`src/rtl/turtle_pkg.sv`:
```
// rtl/turtle_pkg.sv - shared constants and types for the turtle fetch/control pipeline
// Purpose: phase constants shared with the control unit, fetch FSM state
//          encoding and the default instruction width.
// Ports:   none (package).
package turtle_pkg;

  // Phase values seen on the phase output; the control unit uses the same constants.
  localparam logic PHASE_FETCH = 1'b0;
  localparam logic PHASE_EXEC  = 1'b1;

  localparam int DEFAULT_INST_W = 5;

  typedef enum logic [1:0] {
    ST_FETCH = 2'd0,
    ST_EXEC  = 2'd1,
    ST_HALT  = 2'd2
  } fetch_state_t;

endpackage

```
`src/rtl/inst_fetch_unit.sv`:
```
// rtl/inst_fetch_unit.sv - two-phase instruction fetch stage with PC, IR and retire counter
// Purpose: owns the program counter, drives the instruction-memory address,
//          captures the instruction word in FETCH and holds it through EXEC,
//          applies jumps and halts returned by the control unit.
// Ports:   clk, reset (async, active high), stall
//          pc_load / pc_load_addr / halt : control feedback, sampled in EXEC only
//          imem_addr (out, = pc), imem_data (in, combinational read)
//          inst, phase, pc, halted, retired : stage outputs
module inst_fetch_unit
  import turtle_pkg::*;
#(
  parameter int                ADDR_W   = 8,
  parameter int                INST_W   = DEFAULT_INST_W,
  parameter logic [ADDR_W-1:0] RESET_PC = '0
) (
  input  logic              clk,
  input  logic              reset,
  input  logic              stall,
  input  logic              pc_load,
  input  logic [ADDR_W-1:0] pc_load_addr,
  input  logic              halt,
  output logic [ADDR_W-1:0] imem_addr,
  input  logic [INST_W-1:0] imem_data,
  output logic [INST_W-1:0] inst,
  output logic              phase,
  output logic [ADDR_W-1:0] pc,
  output logic              halted,
  output logic [15:0]       retired
);

  fetch_state_t      state_q, state_d;
  logic [ADDR_W-1:0] pc_q, pc_d;
  logic [INST_W-1:0] inst_q, inst_d;
  logic [15:0]       retired_q, retired_d;
  logic              phase_q, phase_d;
  logic              halted_q, halted_d;

  always_comb begin
    state_d   = state_q;
    pc_d      = pc_q;
    inst_d    = inst_q;
    retired_d = retired_q;
    // HALT is terminal: nothing but reset can move it, stall included.
    if (!stall) begin
      unique case (state_q)
        ST_FETCH: begin
          inst_d  = imem_data;
          pc_d    = pc_q + 1'b1;  // natural wrap at 2^ADDR_W
          state_d = ST_EXEC;
        end
        ST_EXEC: begin
          // A jump still lands on the halting edge so pc shows the target.
          if (pc_load) pc_d = pc_load_addr;
          if (retired_q != 16'hFFFF) retired_d = retired_q + 16'd1;
          state_d = halt ? ST_HALT : ST_FETCH;
        end
        default: state_d = state_q;
      endcase
    end
    phase_d  = (state_d == ST_FETCH) ? PHASE_FETCH : PHASE_EXEC;
    halted_d = (state_d == ST_HALT);
  end

  always_ff @(posedge clk or posedge reset) begin
    if (reset) begin
      state_q   <= ST_FETCH;
      pc_q      <= RESET_PC;
      inst_q    <= '0;
      retired_q <= '0;
      phase_q   <= PHASE_FETCH;
      halted_q  <= 1'b0;
    end else begin
      state_q   <= state_d;
      pc_q      <= pc_d;
      inst_q    <= inst_d;
      retired_q <= retired_d;
      phase_q   <= phase_d;
      halted_q  <= halted_d;
    end
  end

  assign imem_addr = pc_q;
  assign pc        = pc_q;
  assign inst      = inst_q;
  assign retired   = retired_q;
  assign phase     = phase_q;
  assign halted    = halted_q;

endmodule

```
`config.mk`:
```
export PLATFORM = sky130hd
export DESIGN_NAME = inst_fetch_unit
export DESIGN_NICKNAME = d
export VERILOG_FILES = /design/src/rtl/turtle_pkg.sv /design/src/rtl/inst_fetch_unit.sv
export SDC_FILE = /design/constraint.sdc
export NUM_CORES = 1
export LEC_CHECK = 0
export CORE_AREA = 2 2 84 78
export DETAILED_ROUTE_END_ITERATION = 10
export DIE_AREA = 0 0 86 80
export GPL_TIMING_DRIVEN = 0
export PLACE_DENSITY_LB_ADDON = 0.1
export SLEW_MARGIN = 20
export SYNTH_ARGS = -nofsm -noshare
export SYNTH_HDL_FRONTEND = slang
export SYNTH_SLANG_ARGS = --single-unit
```
`constraint.sdc`:
```
create_clock -name clk -period 4.2 [get_ports clk]
set_input_delay 1.26 -clock clk [delete_from_list [all_inputs] [get_ports clk]]
set_output_delay 1.26 -clock clk [all_outputs]
set_load 0.02 [all_outputs]
```
# After elaboration in Yosys (flattened, before gate mapping)

Index checks and enable logic that the tools add are counted.

Flip-flop bits (word level): 33
Logic and storage cells: 25

Add/subtract/negate cells: 2
Eq/ne operators: 4
Mux-type cells: 6
Bitwise operators: 1
Reduce and logical (&&, ||, !) cells: 6

Operators with widths:

| cell                                                                  | number |
|---|---|
| 16-bit by 1-bit adder with 16-bit output, second input constant       | 1 |
| 16-bit inequality test, second input constant                         | 1 |
| 8-bit case mux with 2 select lines                                    | 1 |
| 8-bit by 1-bit adder with 8-bit output, second input constant         | 1 |
| 8-bit 2-to-1 mux                                                      | 1 |
| 3-bit AND reduction                                                   | 2 |
| 2-bit logical NOT                                                     | 2 |
| 2-bit 2-to-1 mux                                                      | 2 |
| 2-bit case mux with 2 select lines                                    | 1 |
| 2-bit by 1-bit equality test with 1-bit output, second input constant | 1 |
| 2-bit equality test, second input constant                            | 1 |
| 2-bit inequality test, second input constant                          | 1 |
| 2-bit AND reduction                                                   | 1 |
| 2-bit nonzero test                                                    | 1 |
| 1-bit 2-to-1 mux                                                      | 1 |
| 1-bit NOT                                                             | 1 |

# Depth between registers and ports, before layout

Depth after elaboration: 5
Gate-level depth with buffers: 8
Mapped depth without buffers: 6

# Least setup slack after synthesis

Ideal clock, no wire load.

Path kind: input to register
Start: input stall
End: register retired_q[15], in the netlist retired[15]
Arrival time: 2,421 ps
Required time: 4,072 ps
Path slack: 1,651 ps
Cell stages on the path: 5
Path through: nand2b_4 > or3_1 > buf_6 > nor4_4 > mux2_1

Longest elaborated chain between the ends: 2

Ends and longest elaborated chain:

| element                              | RTL line              | RTL |
|---|---|---|
| start: declaration                   | inst_fetch_unit.sv:18 | `input logic stall,` |
| 1-bit NOT (no source line)           | -                     |  |
| 3-bit AND reduction (no source line) | -                     |  |
| end signal: assignment               | inst_fetch_unit.sv:76 | `retired_q <= retired_d;` |
| end: declaration                     | inst_fetch_unit.sv:34 | `logic [15:0] retired_q, retired_d;` |

No other way between the ends.
A chain may end at the register's enable or synchronous reset.

# Final worst setup path

Same ends and word-level chain as after synthesis.

==> qor.yml <==
run_status:
  outcome: "finished clean"
logic_synthesis:
  number_of_cells_produced_by_synthesis: 164
  synth.avg_cell_area_sq_um: 10.67
  syn_nets: 187
  netlist_area_sq_um: 1749
  synth_seq_cells: 33
  synth.lib_cells_used.distinct: 42
  yosysSeqAreaShare: 0.4721
  synth_warnings: 0
clocking:
  tritoncts: "yes"
  numCtsBuffers: 5
  cts_setup_buffers: 0
  clock_sinks: 33
  clk_latency_ns: 0.28
  holdBufCountCts: 0
  cts.reportedPaths.clkPinSlew_ns: 0.07
  root_buffer: "sky130_fd_sc_hd__clkbuf_8"
  cts_resized: 0
  clockBufferDepth: 2
  htreeDepth: 2
layout:
  final_net_count: 250
  ff_latch_area_sq_um: 825.8
  num_antenna_cells: 0
  post_route_cells_drive_above_1_share: 0.1360
  final.fill_count: 592
  flow.area_growth_from_synthesis_pct: 41.77
  final_cell_mix: "sky130_fd_sc_hd__clkdlybuf4s50_1, sky130_fd_sc_hd__dfrtp_1, sky130_fd_sc_hd__nand2_1, sky130_fd_sc_hd__xor2_1, sky130_fd_sc_hd__o21ai_0"
  most_frequent_standard_cell_in_the_layout_excluding_fill_and_tap_cells: "sky130_fd_sc_hd__clkdlybuf4s50_1"
  multi_input_comb_area_sq_um: 807.0
drt:
  routed-via-count: 1402
  route.detailed.drc: 0
  post_drt_wl_per_cell_um: 13.18
  dr.pass1.iters: 4
  avgViaCountPerCell: 4.673
  drt_first_iter_violations: 43
  totalWireLength_um: 3954
  ant_nets: 0
global_routing:
  grt_resource_usage_total: 0.1222
  grt_remaining_overflow: 0
  grt_start_max_net_pins: 34
  grt_first_pass_wirelength_um: 6575
  initial_antenna_violation_count: 0
  grt_pass1_vias: 1382
setup_path:
  critical_path.startpoint_type: "input port"
  worstPathArrival_ns: 3.05
  worst_setup_path_end_kind: "flop"
  crit_required_ns: 4.37
  critPathMaxFanout: 8
  path_class: "in -> reg"
power:
  power_leakage_nw: 1.109
  worst_supply_voltage_drop_on_vdd_uv: 210.3
  power.density_nw_per_um2: 644.1
  design_power_total_mw: 1.597
placed_design:
  portbufs: 56
  hpwlAfterDp_um: 2884
  gp_congestion: 0.7310
die:
  die-area_sq_um: 6880
  floorplan.initialDensity: 0.2925
  number_of_i_o_pins: 57
  dieWidth_um: 86
  placement_rows: 27
  floorplan.core_area_sq_um: 5979
  fp.dieH_um: 80
timing:
  grt_setup_unrepaired: "false"
  drv_slew: 0
  setup_viol: 0
  timing.final.hold_violations: 0
  final_min_period_over_clock_period: 0.6869
  slew_headroom: 0.5286
  clock_skew_ns: 0.006211
  layout_min_cycle_time_ns: 2.885
  fin_setup_tns_ns: 0
  clock.fmax_mhz: 346.6
  timing_worst_slew_pin_value_ns: 0.7061
worst_hold_path:
  min_path_type: "reg -> reg"
job:
  max_cap_violations: 0
-- sequential cells by signal, summed over array words and instances (netlist names) --
signal and flops:
halted 1, phase 1, state_q 2, imem_addr 8, retired 16, inst 5
-- cells by family (layout without fill, tap and decap cells) --
group,count (synthesis),in the layout,share of synthesized area
flip-flops,33,33,0.4721
AO/OA/AOI/OAI,25,25,0.08585
XOR/XNOR,13,13,0.06509
AND/OR/NAND/NOR,60,60,0.2182
adder cells (fa/ha/maj),5,5,0.03577
buffers and inverters,19,83,0.06652
multiplexers,9,9,0.05651
-- layout make-up --
cell class,instances,share of cell area
repair buffers,56,0.2260
inverters,6,0.009082
flip-flops and latches,33,0.3330
multi-input cells,112,0.3254
clock buffers,8,0.03229
well taps,72,0.03633
plain buffers,13,0.03784
-- path summary, 6_finish.rpt --
check,cells past startpoint,startpoint,endpoint,slack [ns]
setup / recovery,6,stall,retired[15],1.31
hold / removal,1,retired[10],retired[10],0.51
setup reg to reg,8,state_q[1],retired[15],2.14
hold reg to reg,1,retired[10],retired[10],0.51
max in group asynchronous,2,reset,retired[11],2.33
min in group asynchronous,2,reset,retired[7],1.41
-- through the flow --
step | setup slack, ns | hold WS (ns) | cells | util | area [sq um]
after floorplan | 1.651 | 0.4757 | 164 | - | 1749
after global placement | 0.9945 | 0.4896 | 292 | 0.4013 | 2400
after detailed placement | 1.007 | 0.4885 | 292 | 0.4013 | 2400
after CTS | 1.311 | 0.5092 | 300 | 0.4147 | 2480
after global routing | 1.266 | 0.5252 | 300 | 0.4147 | 2480
final | 1.315 | 0.5061 | 300 | 0.4147 | 2480
-- report_power, final --
part           internal (mW)  leakage [nW]  switching [mW]
clock network          0.118        0.0395           0.110
logic                  0.422         0.655           0.409
registers              0.422         0.415           0.115
-- critical path, cell delays in order --
cell and delay, ns:
sky130_fd_sc_hd__clkdlybuf4s50_1 0.51, sky130_fd_sc_hd__nand2b_4 0.21, sky130_fd_sc_hd__or3_1 0.32, sky130_fd_sc_hd__buf_6 0.15, sky130_fd_sc_hd__nor4_4 0.26, sky130_fd_sc_hd__mux2_1 0.34
-- synth_stat cells --
| library cell | n | area (sq um) |
|---|---|---|
| sky130_fd_sc_hd__o21a_1 | 1 | 7.510 |
| sky130_fd_sc_hd__nor4_1 | 3 | 18.77 |
| sky130_fd_sc_hd__xnor2_1 | 1 | 8.760 |
| sky130_fd_sc_hd__clkbuf_1 | 2 | 7.510 |
| sky130_fd_sc_hd__nor4_2 | 1 | 12.51 |
| sky130_fd_sc_hd__mux2_1 | 1 | 11.26 |
| sky130_fd_sc_hd__or2_2 | 1 | 6.260 |
| sky130_fd_sc_hd__buf_4 | 10 | 75.07 |
| sky130_fd_sc_hd__xor2_1 | 12 | 105.1 |
| sky130_fd_sc_hd__and3_1 | 1 | 6.260 |
| sky130_fd_sc_hd__or3_1 | 2 | 12.51 |
| sky130_fd_sc_hd__nand4_1 | 2 | 12.51 |
| sky130_fd_sc_hd__nor4_4 | 2 | 42.54 |
| sky130_fd_sc_hd__nor2_1 | 10 | 37.54 |
| sky130_fd_sc_hd__a31oi_1 | 1 | 6.260 |
| sky130_fd_sc_hd__mux2_2 | 6 | 67.56 |
| sky130_fd_sc_hd__nor2b_1 | 1 | 6.260 |
| sky130_fd_sc_hd__nand3b_1 | 1 | 7.510 |
| sky130_fd_sc_hd__nor3b_1 | 1 | 7.510 |
| sky130_fd_sc_hd__and4_1 | 1 | 8.760 |
| sky130_fd_sc_hd__or2_4 | 1 | 8.760 |
| sky130_fd_sc_hd__a21oi_1 | 6 | 30.03 |
| sky130_fd_sc_hd__nor4b_2 | 1 | 15.01 |
| sky130_fd_sc_hd__o21ai_0 | 11 | 55.05 |
| sky130_fd_sc_hd__nor4bb_1 | 2 | 20.02 |
| sky130_fd_sc_hd__nand2_1 | 13 | 48.80 |
| sky130_fd_sc_hd__nand3_1 | 7 | 35.03 |
| sky130_fd_sc_hd__o2bb2ai_1 | 1 | 8.760 |
| sky130_fd_sc_hd__nand4_2 | 1 | 12.51 |
| sky130_fd_sc_hd__mux2i_1 | 2 | 20.02 |
| sky130_fd_sc_hd__dfrtp_1 | 33 | 825.8 |
| sky130_fd_sc_hd__ha_1 | 5 | 62.56 |
| sky130_fd_sc_hd__a2bb2oi_1 | 2 | 17.52 |
| sky130_fd_sc_hd__nand2b_4 | 1 | 13.76 |
| sky130_fd_sc_hd__inv_1 | 6 | 22.52 |
| sky130_fd_sc_hd__nor4b_1 | 1 | 8.760 |
| sky130_fd_sc_hd__and3b_1 | 1 | 8.760 |
| sky130_fd_sc_hd__buf_6 | 1 | 11.26 |
| sky130_fd_sc_hd__a32oi_1 | 2 | 17.52 |
| sky130_fd_sc_hd__nor3_1 | 5 | 25.02 |
| sky130_fd_sc_hd__o21bai_1 | 1 | 7.510 |
| sky130_fd_sc_hd__nand2b_1 | 1 | 6.260 |
-- per-layer routing --
| layer | track usage | share of wire | vias up |
|---|---|---|---|
| li1 | - | - | 699 |
| met1 | 0.1659 | 0.48 | 662 |
| met2 | 0.1760 | 0.45 | 36 |
| met3 | 0.04343 | 0.056 | 5 |
| met4 | 0.04762 | 0.013 | 0 |
| met5 | 0 | 0 | - |
(Power assumes the default switching activity.)
